## src/rtl/riscv_i32_pkg.sv

```systemverilog
// Shared RISC-V RV32I definitions: CSR addresses, mcause codes and the trap sequencer state type.
package riscv_i32_pkg;

    localparam int unsigned XLEN    = 32;
    localparam int unsigned CSR_AW  = 12;
    localparam int unsigned CAUSE_W = 4;

    localparam logic [CSR_AW-1:0] CSR_MSTATUS = 12'h300;
    localparam logic [CSR_AW-1:0] CSR_MTVEC   = 12'h305;
    localparam logic [CSR_AW-1:0] CSR_MEPC    = 12'h341;
    localparam logic [CSR_AW-1:0] CSR_MCAUSE  = 12'h342;
    localparam logic [CSR_AW-1:0] CSR_MTVAL   = 12'h343;

    localparam int unsigned MSTATUS_MIE_BIT  = 3;
    localparam int unsigned MSTATUS_MPIE_BIT = 7;

    localparam logic [CAUSE_W-1:0] CAUSE_MISALIGNED_PC = 4'd0;
    localparam logic [CAUSE_W-1:0] CAUSE_ILLEGAL       = 4'd2;
    localparam logic [CAUSE_W-1:0] CAUSE_BREAKPOINT    = 4'd3;
    localparam logic [CAUSE_W-1:0] CAUSE_ECALL         = 4'd11;

    typedef enum logic [1:0] {
        ST_IDLE     = 2'd0,
        ST_REDIRECT = 2'd1,
        ST_HALTED   = 2'd2
    } t_trap_seq_state;

endpackage

```

## src/rtl/riscv_i32_trap_vector.sv

```systemverilog
// Trap target computation: direct base, or base + 4*cause for interrupts in vectored mode.
module riscv_i32_trap_vector
    import riscv_i32_pkg::*;
(
    input  logic [XLEN-1:0]    mtvec,
    input  logic [CAUSE_W-1:0] cause,
    input  logic               interrupt,
    output logic [XLEN-1:0]    vector_c
);

    logic [XLEN-1:0] base;
    logic [XLEN-1:0] offset;

    always_comb begin
        base   = {mtvec[XLEN-1:2], 2'b00};
        offset = XLEN'({cause, 2'b00});
        // Modes 2 and 3 are reserved and fall back to direct.
        if (mtvec[1:0] == 2'b01 && interrupt) begin
            vector_c = base + offset;
        end else begin
            vector_c = base;
        end
    end

endmodule

```

## src/rtl/riscv_i32_trap_sequencer.sv

```systemverilog
// Machine-mode trap CSRs plus a held fetch-redirect handshake and debug-halt parking.
module riscv_i32_trap_sequencer
    import riscv_i32_pkg::*;
#(
    parameter logic [31:0] RESET_VECTOR = 32'h0,
    parameter logic [31:0] MTVEC_RESET  = 32'h0,
    parameter bit          DEBUG_ENABLE = 1'b1
) (
    input  logic        clk,
    input  logic        reset,
    input  logic        control_flow__trap__valid,
    input  logic        control_flow__trap__ret,
    input  logic [3:0]  control_flow__trap__cause,
    input  logic [31:0] control_flow__trap__pc,
    input  logic [31:0] control_flow__trap__value,
    input  logic        control_flow__trap__ebreak_to_dbg,
    input  logic        control_flow__async_cancel,
    input  logic        csr_write_valid,
    input  logic [11:0] csr_write_address,
    input  logic [31:0] csr_write_data,
    input  logic [11:0] csr_read_address,
    output logic [31:0] csr_read_data,
    output logic        redirect_valid,
    output logic [31:0] redirect_pc,
    input  logic        redirect_ack,
    output logic        trap_ready,
    output logic        interrupt_enable,
    output logic        halted,
    input  logic        debug_resume
);

    localparam logic [XLEN-1:0] PC_ALIGN_MASK = ~XLEN'(1);

    t_trap_seq_state state_q, state_d;
    logic [XLEN-1:0] redirect_pc_q, redirect_pc_d;
    logic [XLEN-1:0] mtvec_q, mtvec_d;
    logic [XLEN-1:0] mepc_q, mepc_d;
    logic [XLEN-1:0] mcause_q, mcause_d;
    logic [XLEN-1:0] mtval_q, mtval_d;
    logic            mie_q, mie_d;
    logic            mpie_q, mpie_d;
    logic [XLEN-1:0] vector;

    riscv_i32_trap_vector u_vector (
        .mtvec     (mtvec_q),
        .cause     (control_flow__trap__cause),
        .interrupt (control_flow__async_cancel),
        .vector_c  (vector)
    );

    always_ff @(posedge clk or posedge reset) begin
        if (reset) begin
            state_q       <= ST_REDIRECT;
            redirect_pc_q <= RESET_VECTOR;
            mtvec_q       <= MTVEC_RESET;
            mepc_q        <= '0;
            mcause_q      <= '0;
            mtval_q       <= '0;
            mie_q         <= 1'b0;
            mpie_q        <= 1'b1;
        end else begin
            state_q       <= state_d;
            redirect_pc_q <= redirect_pc_d;
            mtvec_q       <= mtvec_d;
            mepc_q        <= mepc_d;
            mcause_q      <= mcause_d;
            mtval_q       <= mtval_d;
            mie_q         <= mie_d;
            mpie_q        <= mpie_d;
        end
    end

    always_comb begin
        state_d       = state_q;
        redirect_pc_d = redirect_pc_q;
        mtvec_d       = mtvec_q;
        mepc_d        = mepc_q;
        mcause_d      = mcause_q;
        mtval_d       = mtval_q;
        mie_d         = mie_q;
        mpie_d        = mpie_q;

        // CSR writes go first so a same-cycle trap/ret update overrides them.
        if (csr_write_valid) begin
            case (csr_write_address)
                CSR_MSTATUS: begin
                    mie_d  = csr_write_data[MSTATUS_MIE_BIT];
                    mpie_d = csr_write_data[MSTATUS_MPIE_BIT];
                end
                CSR_MTVEC:  mtvec_d  = csr_write_data;
                CSR_MEPC:   mepc_d   = csr_write_data & PC_ALIGN_MASK;
                CSR_MCAUSE: mcause_d = csr_write_data;
                CSR_MTVAL:  mtval_d  = csr_write_data;
                default: ;
            endcase
        end

        case (state_q)
            ST_IDLE: begin
                if (control_flow__trap__valid) begin
                    mepc_d   = control_flow__trap__pc & PC_ALIGN_MASK;
                    mcause_d = {control_flow__async_cancel, 27'b0, control_flow__trap__cause};
                    mtval_d  = control_flow__trap__value;
                    mpie_d   = mie_q;
                    mie_d    = 1'b0;
                    if (control_flow__trap__ebreak_to_dbg && DEBUG_ENABLE) begin
                        state_d = ST_HALTED;
                    end else begin
                        state_d       = ST_REDIRECT;
                        redirect_pc_d = vector;
                    end
                end else if (control_flow__trap__ret) begin
                    mie_d         = mpie_q;
                    mpie_d        = 1'b1;
                    redirect_pc_d = mepc_q;
                    state_d       = ST_REDIRECT;
                end
            end
            ST_REDIRECT: begin
                if (redirect_ack) state_d = ST_IDLE;
            end
            ST_HALTED: begin
                if (debug_resume) begin
                    redirect_pc_d = mepc_q;
                    state_d       = ST_REDIRECT;
                end
            end
            default: state_d = ST_REDIRECT;
        endcase
    end

    always_comb begin
        csr_read_data = '0;
        case (csr_read_address)
            CSR_MSTATUS: begin
                csr_read_data[MSTATUS_MIE_BIT]  = mie_q;
                csr_read_data[MSTATUS_MPIE_BIT] = mpie_q;
            end
            CSR_MTVEC:  csr_read_data = mtvec_q;
            CSR_MEPC:   csr_read_data = mepc_q;
            CSR_MCAUSE: csr_read_data = mcause_q;
            CSR_MTVAL:  csr_read_data = mtval_q;
            default: ;
        endcase
    end

    assign redirect_valid   = (state_q == ST_REDIRECT);
    assign redirect_pc      = redirect_pc_q;
    assign trap_ready       = (state_q == ST_IDLE);
    assign halted           = (state_q == ST_HALTED);
    assign interrupt_enable = mie_q;

endmodule
```

## config.mk

```make
export PLATFORM = sky130hd
export DESIGN_NAME = riscv_i32_trap_sequencer
export DESIGN_NICKNAME = d
export VERILOG_FILES = /design/src/rtl/riscv_i32_pkg.sv /design/src/rtl/riscv_i32_trap_vector.sv /design/src/rtl/riscv_i32_trap_sequencer.sv
export SDC_FILE = /design/constraint.sdc
export NUM_CORES = 1
export LEC_CHECK = 0
export CAP_MARGIN = 20
export CORE_UTILIZATION = 64
export CTS_CLUSTER_DIAMETER = 50
export DETAILED_ROUTE_END_ITERATION = 10
export DONT_BUFFER_PORTS = 1
export GPL_TIMING_DRIVEN = 0
export MAX_ROUTING_LAYER = met4
export PLACE_DENSITY = 0.86
export SYNTH_ARGS = -nofsm -noshare
export SYNTH_HDL_FRONTEND = slang
export SYNTH_SLANG_ARGS = --single-unit
```

## constraint.sdc

```tcl
create_clock -name clk -period 7.3 [get_ports clk]
set_clock_uncertainty 0.1 [all_clocks]
set_input_delay 1.095 -clock clk [delete_from_list [all_inputs] [get_ports clk]]
set_output_delay 1.095 -clock clk [all_outputs]
set_load 0.005 [all_outputs]
```

==> metrics.log, run 1 <==
[metrics] Synth Register Bits: 164
[metrics] Die Ht: 119 microns
[metrics] Worst path max stage delay: 0.45 ns
[metrics] source-to-sink clock delay at the later pin of the worst-skew pair: 0.44 ns
[metrics] headroom to the max-slew limit: 0.373
[metrics] final-layout fill cell count: 1013
[metrics] placed wire-length estimate after detailed placement: 19400 microns
[metrics] detailed-route wire length: 28600 microns
[metrics] leakage power: 0.00420 uW
[metrics] transition at the pin with the smallest max-transition slack: 0.928 ns
[metrics] via density per instance: 7.12
[metrics] biggest area consumer among synthesized cells: sky130_fd_sc_hd__dfrtp_1
[metrics] initial cell density of the core: 0.658
[metrics] first element of the critical path: csr_read_address[5]
[metrics] dpl cell area: 8970 sq um
[metrics] share of post-route cells with drive strength above 1: 0.129
[metrics] worst reg-to-reg path cell count: 7
[metrics] last element of the critical path: csr_read_data[0]
[metrics] sinks on the clock net: 164
[metrics] number of hold violations in the final report: 0
[metrics] nets: 1049
[metrics] clock tree buffer depth: 2
[metrics] worst reg2reg path endpoint: redirect_pc[13]
[metrics] hold buffer count at CTS: 0
[metrics] clock tree from TritonCTS: done
[metrics] FF-to-FF Start: mtvec_q[5]
[metrics] count of nets left with antenna violations after detail routing: 0
[metrics] global-route wire length before repair: 43900 microns
[metrics] part of the Yosys area used for sequential elements: 0.471
[metrics] clock network fraction of design power: 0.320
[metrics] biggest area contributors in the synthesized netlist: sky130_fd_sc_hd__dfrtp_1 (47%), sky130_fd_sc_hd__mux2i_1 (8.7%), sky130_fd_sc_hd__nand2_1 (7.2%), sky130_fd_sc_hd__mux2_2 (4.3%), sky130_fd_sc_hd__o21ai_0 (3.8%)
[metrics] average footprint of a synthesized cell: 9.78 sq um
[metrics] area of the mapped netlist: 8710 sq um
[metrics] r2r setup slk: 4.49 ns
[metrics] IO Pins: 201
[metrics] CTS buffer count: 17
[metrics] count of yosys warnings during synthesis: 0
[metrics] number of synthesized flops with an enable pin: 0
[metrics] global route total overflow: 0
[metrics] largest driver fanout on the critical path: 10
[metrics] Internal Pwr Total: 2040 uW
[metrics] Synth Net Count: 1029
[metrics] Final Max Tran Viols: 0
[metrics] max_cap viols: 0
[metrics] final critical delay including setup and external delays: 4.25 ns
[metrics] Reg clk slew, reported paths: 0.06 ns
[metrics] slowest library cell on the worst path: sky130_fd_sc_hd__buf_2
[metrics] cell count after synthesis: 891
[metrics] area of all placed cells without fillers: 9630 sq um
[metrics] drt pass-1 iters: 6
[metrics] ys async rst share: 1.00
[metrics] CP Launch Type: input port
[metrics] Worst Path Class, Setup: in -> out
[metrics] largest net degree at the start of global routing: 93
[metrics] unrepaired setup endpoints after global routing: no
[metrics] width of the die: 119 microns
[metrics] max frequency: 235 MHz
[metrics] critical path required time: 6.11 ns
[metrics] status: finished clean
[metrics] GRT Resource Usage Total: 0.433
[metrics] detailed-route wire length per cell: 26.0 microns
[metrics] switching power total: 1080 uW
[metrics] Sequential Power Share: 0.466
[metrics] post-CTS setup buffer count: 0
[metrics] number of buffers inserted by port buffering: 0
[metrics] # rows: 42
[metrics] vias post-DR: 7830
[metrics] number of endpoints failing setup at the final stage: 0
[metrics] switch share: 0.345
[metrics] worst vdd rail ir drop: 0.250 mV
[metrics] portion of total power attributed to combinational logic: 0.214
[metrics] antenna diode count: 0
[metrics] routability cong.: 0.933
[metrics] path class of the lowest-slack min-delay path: reg -> reg
[metrics] Floorplan Core Area: 13200 sq um
[metrics] number of levels the H-tree was split into: 4
[metrics] Clock Root Buffer: sky130_fd_sc_hd__clkbuf_16
[metrics] category of the worst setup path capture point: output port
[metrics] Die ar.: 14100 sq um
[metrics] fraction of post-synthesis cell area in the top cell type by area: 0.465
[metrics] data arrival time of the critical path: 3.06 ns
[metrics] Resized Gates After CTS: 0
[metrics] detailed-route DRC error count: 0
[metrics] Post-synth top flop: sky130_fd_sc_hd__dfrtp_1
[metrics] fraction of the cycle the final worst path needs: 0.583
[metrics] Synth-to-Final Area Change: 10.5%
[metrics] antenna violations before repair: 0
[metrics] vias in the first global route: 7791
[metrics] Total Negative Setup Slacks: 0 ns
[metrics] PwrDens: 324 nW/um^2
[metrics] Unique masters post-synth: 63
[metrics] violation count after the first detailed-routing iteration: 898
[metrics] sequence of cells on the critical path: or3_1 > nor4_2 > and3b_1 > clkbuf_1 > buf_2 > a221o_1
-- layer usage --
layer	wire, microns	GRT usage	part of all wire	vias to the layer above
li1	-	-	-	3276
met1	10500	0.537	0.37	3816
met2	13300	0.642	0.46	612
met3	3430	0.131	0.12	126
met4	1360	0.222	0.048	0
met5	0	-	0	-
-- Yosys cell counts, drive strengths merged (17+ instances only) --
library cell  number
nor2              21
dfrtp            162
o21ai             99
mux2              33
nand2            168
a221o             23
nand4             17
clkbuf            28
mux2i             76
buf               41
nand3             20
a21oi             52
a22o              23
-- through the flow --
step | std cells | total power, uW | worst slack [ns] | utilization | hold slack [ns]
after floorplan | 891 | 1810 | 1.67 | - | 0.363
after global placement | 1067 | 2050 | 0.0141 | 0.675 | 0.400
after detailed placement | 1068 | 2090 | 3.15 | 0.677 | 0.410
after CTS | 1100 | 3090 | 3.13 | 0.727 | 0.420
after global routing | 1100 | 3240 | 3.03 | 0.727 | 0.438
final | 1100 | 3120 | 3.05 | 0.727 | 0.419
-- state kept, by name, indices dropped and copies added, names as in the netlist --
name,cells
interrupt_enable,1
mcause_q,32
mepc_q,32
mpie_q,1
mtval_q,32
mtvec_q,32
redirect_pc,32
state_q,2
-- logic make-up after synthesis --
logic type / share of synthesized area
AND/OR/NAND/NOR: 0.163
buffers and inverters: 0.0409
adder cells (fa/ha/maj): 0.00804
XOR/XNOR: 0.0181
AO/OA/AOI/OAI: 0.169
flip-flops: 0.471
multiplexers: 0.130
-- layout make-up --
cell class                 count  area, sq um  area share
buffer                        69          330      0.0343
clock buffer                  19          453      0.0471
clock inverter                13          203      0.0211
inverter                       7         33.8     0.00351
multi-input combinational    651         4250       0.442
sequential                   164         4110       0.427
tap                          176          220      0.0229
timing repair buffer           1         27.5     0.00286
-- critical path: cells and delay by family --
family	cells	cell delay, ns
AND/OR/NAND/NOR	3	0.90
AO/OA/AOI/OAI	1	0.27
buffers and inverters	2	0.79
-- power by group through the flow --
stage	Sequential, uW	Combinational, uW	Clock, uW
global placement	1440	615	0
floorplan	1340	467	0
CTS	1440	654	998
detailed placement	1450	644	0
global route	1470	735	1030
finish	1450	669	998
-- worst min path at each step --
| stage | from | to | slack, ns | cells after the start |
|---|---|---|---|---|
| after CTS | mcause_q[29] | mcause_q[29] | 0.42 | 2 |
| after detailed placement | redirect_pc[1] | redirect_pc[1] | 0.41 | 2 |
| after floorplan | redirect_pc[0] | redirect_pc[0] | 0.36 | 2 |
| final | redirect_pc[0] | redirect_pc[0] | 0.42 | 2 |
| after global placement | redirect_pc[0] | redirect_pc[0] | 0.40 | 2 |
| after global routing | mcause_q[23] | mcause_q[23] | 0.44 | 2 |
-- cells in the final DEF, fill, tap and decap left out, types with 6 or more instances in the layout --
| cell type | synthesis | routed |
|---|---|---|
| sky130_fd_sc_hd__clkbuf_1 | 28 | 28 |
| sky130_fd_sc_hd__nand4_1 | 16 | 16 |
| sky130_fd_sc_hd__and3_1 | 13 | 13 |
| sky130_fd_sc_hd__a221o_1 | 23 | 23 |
| sky130_fd_sc_hd__inv_1 | 7 | 6 |
| sky130_fd_sc_hd__a21oi_1 | 52 | 52 |
| sky130_fd_sc_hd__mux2i_1 | 76 | 76 |
| sky130_fd_sc_hd__mux2_2 | 33 | 33 |
| sky130_fd_sc_hd__buf_2 | 33 | 33 |
| sky130_fd_sc_hd__o21ai_0 | 67 | 67 |
| sky130_fd_sc_hd__clkbuf_16 | 0 | 17 |
| sky130_fd_sc_hd__nand3_1 | 19 | 19 |
| sky130_fd_sc_hd__nor2_1 | 21 | 21 |
| sky130_fd_sc_hd__a22o_1 | 23 | 23 |
| sky130_fd_sc_hd__xor2_1 | 13 | 13 |
| sky130_fd_sc_hd__a222oi_1 | 9 | 9 |
| sky130_fd_sc_hd__nand2_1 | 168 | 168 |
| sky130_fd_sc_hd__dfrtp_1 | 162 | 162 |
| sky130_fd_sc_hd__o21ai_1 | 32 | 32 |
| sky130_fd_sc_hd__o22ai_1 | 9 | 9 |
(Power assumes the default switching activity.)
==> run 2, diff against run 1 <==
Settings changed: CORE_UTILIZATION 64 to 58, PLACE_DENSITY 0.86 to 0.82.
Clock period 7.3 ns to 3.5 ns, I/O delays scaled along.
==> metrics.log, run 2 (same netlist as run 1, synthesis figures left out) <==
[metrics] status: finished clean
[metrics] final cell count without fillers: 1113
[metrics] multi-input combinational cell area: 4250 sq um
[metrics] CTS buffer count: 17
[metrics] global-route wire length before repair: 45100 microns
[metrics] placed wire-length estimate after detailed placement: 20400 microns
[metrics] unrepaired setup endpoints after global routing: no
[metrics] sinks on the clock net: 164
[metrics] area of all placed cells without fillers: 9640 sq um
[metrics] antenna violations before repair: 0
[metrics] transition at the pin with the smallest max-transition slack: 0.925 ns
[metrics] sequential standard cell area: 4110 sq um
[metrics] grt met3 use: 0.140
[metrics] met1 layer usage reported by global route: 0.486
[metrics] number of levels the H-tree was split into: 4
[metrics] Placed Instances: 1080
[metrics] number of hold violations in the final report: 0
[metrics] commonest non-fill, non-tap cells in the layout: sky130_fd_sc_hd__nand2_1 (168), sky130_fd_sc_hd__dfrtp_1 (162), sky130_fd_sc_hd__mux2i_1 (76)
[metrics] detailed-route DRC error count: 0
[metrics] CP Launch Type: input port
[metrics] final-layout fill cell count: 1172
[metrics] antenna diode count: 0
[metrics] Final Max Tran Viols: 0
[metrics] number of buffers inserted by port buffering: 0
[metrics] hold buffer count at CTS: 1
[metrics] Die Ht: 125 microns
[metrics] via density per instance: 6.86
[metrics] category of the worst setup path capture point: output port
[metrics] headroom to the max-slew limit: 0.375
[metrics] Worst Path Class, Setup: in -> out
[metrics] width of the die: 125 microns
[metrics] fraction of the cycle the final worst path needs: 0.894
[metrics] max_cap viols: 0
[metrics] drt pass-1 iters: 10
[metrics] global route total overflow: 0
[metrics] source-to-sink clock delay at the later pin of the worst-skew pair: 0.44 ns
[metrics] violation count after the first detailed-routing iteration: 845
[metrics] clock tree buffer depth: 2
[metrics] most common cell after layout, fill and taps aside: sky130_fd_sc_hd__nand2_1
[metrics] Die ar.: 15500 sq um
[metrics] count of nets left with antenna violations after detail routing: 0
[metrics] max frequency: 320 MHz
[metrics] post-CTS setup buffer count: 0
[metrics] routing layer with the top usage in global route: met2
[metrics] Clock Root Buffer: sky130_fd_sc_hd__clkbuf_16
[metrics] path class of the lowest-slack min-delay path: in -> reg
[metrics] vias in the first global route: 7637
[metrics] WHS: 0.0959 ns
[metrics] dpl cell area: 9050 sq um
[metrics] final critical delay including setup and external delays: 3.13 ns
[metrics] detailed-route wire length per cell: 26.2 microns
[metrics] # rows: 44
[metrics] detailed-route wire length: 29100 microns
[metrics] clock tree from TritonCTS: done
[metrics] routability cong.: 0.958
[metrics] Synth-to-Final Area Change: 10.6%
[metrics] leakage power: 0.00419 uW
[metrics] critical path required time: 2.87 ns
[metrics] post-layout util: 0.661
[metrics] largest net degree at the start of global routing: 36
[metrics] largest driver fanout on the critical path: 10
[metrics] Reg clk slew, reported paths: 0.06 ns
[metrics] number of endpoints failing setup at the final stage: 0
[metrics] nets: 1054
[metrics] share of post-route cells with drive strength above 1: 0.131
[metrics] vias post-DR: 7639
[metrics] worst vdd rail ir drop: 0.437 mV
[metrics] data arrival time of the critical path: 2.50 ns
[metrics] Floorplan Core Area: 14600 sq um
[metrics] routing usage on met2: 0.596
[metrics] initial cell density of the core: 0.597
[metrics] IO Pins: 201
[metrics] Final Total Pwr: 6300 uW
[metrics] PwrDens: 653 nW/um^2
[metrics] Resized Gates After CTS: 0
[metrics] GRT Resource Usage Total: 0.398
run 2: cell type report:
class | instances | share of cell area
Multi-Input combinational cell | 651 | 0.441
Sequential cell | 164 | 0.426
Clock buffer | 22 | 0.0502
Buffer | 69 | 0.0343
Tap cell | 184 | 0.0239
Timing Repair Buffer | 6 | 0.0114
Clock inverter | 10 | 0.00999
Inverter | 7 | 0.00312
run 2: stage by stage:
stage	worst slack [ns]	setup TNS (ns)
2_1_floorplan	0.792	0
3_3_place_gp	-0.0932	-13.42
3_5_place_dp	0.456	0
4_1_cts	0.443	0
5_1_grt	0.289	0
6_report	0.371	0
run 2: path summary, 6_finish.rpt:
check	depth (start not counted)	endpoint	start	slack, ns
setup reg to reg	7	redirect_pc[13]	mtvec_q[5]	0.70
max in group asynchronous	5	mcause_q[5]	reset	1.87
hold / removal	1	interrupt_enable	control_flow__trap__valid	0.1
hold reg to reg	2	redirect_pc[1]	redirect_pc[1]	0.41
min in group asynchronous	2	mtval_q[25]	reset	0.49
setup / recovery	6	csr_read_data[5]	csr_read_address[5]	0.37
run 2: critical path, stage by stage:
cell                       delay, ns
sky130_fd_sc_hd__or3_1          0.39
sky130_fd_sc_hd__nor4_2         0.32
sky130_fd_sc_hd__and3b_1        0.20
sky130_fd_sc_hd__clkbuf_1       0.34
sky130_fd_sc_hd__buf_2          0.45
sky130_fd_sc_hd__a221o_1        0.27
run 2: metal layers:
metal	vias to the layer above	share of wire
met2	480	0.46
met1	3793	0.38
met4	0	0.039
li1	3288	-
met3	78	0.12
met5	-	0
run 2: where the power goes:
group          internal [uW]  switching (uW)  total, uW  leakage (uW)
Combinational            492             900       1390       0.00178
Clock                   1060             805       1860      0.000275
Sequential              2480             563       3040       0.00213
Total                   4030            2270       6300       0.00419
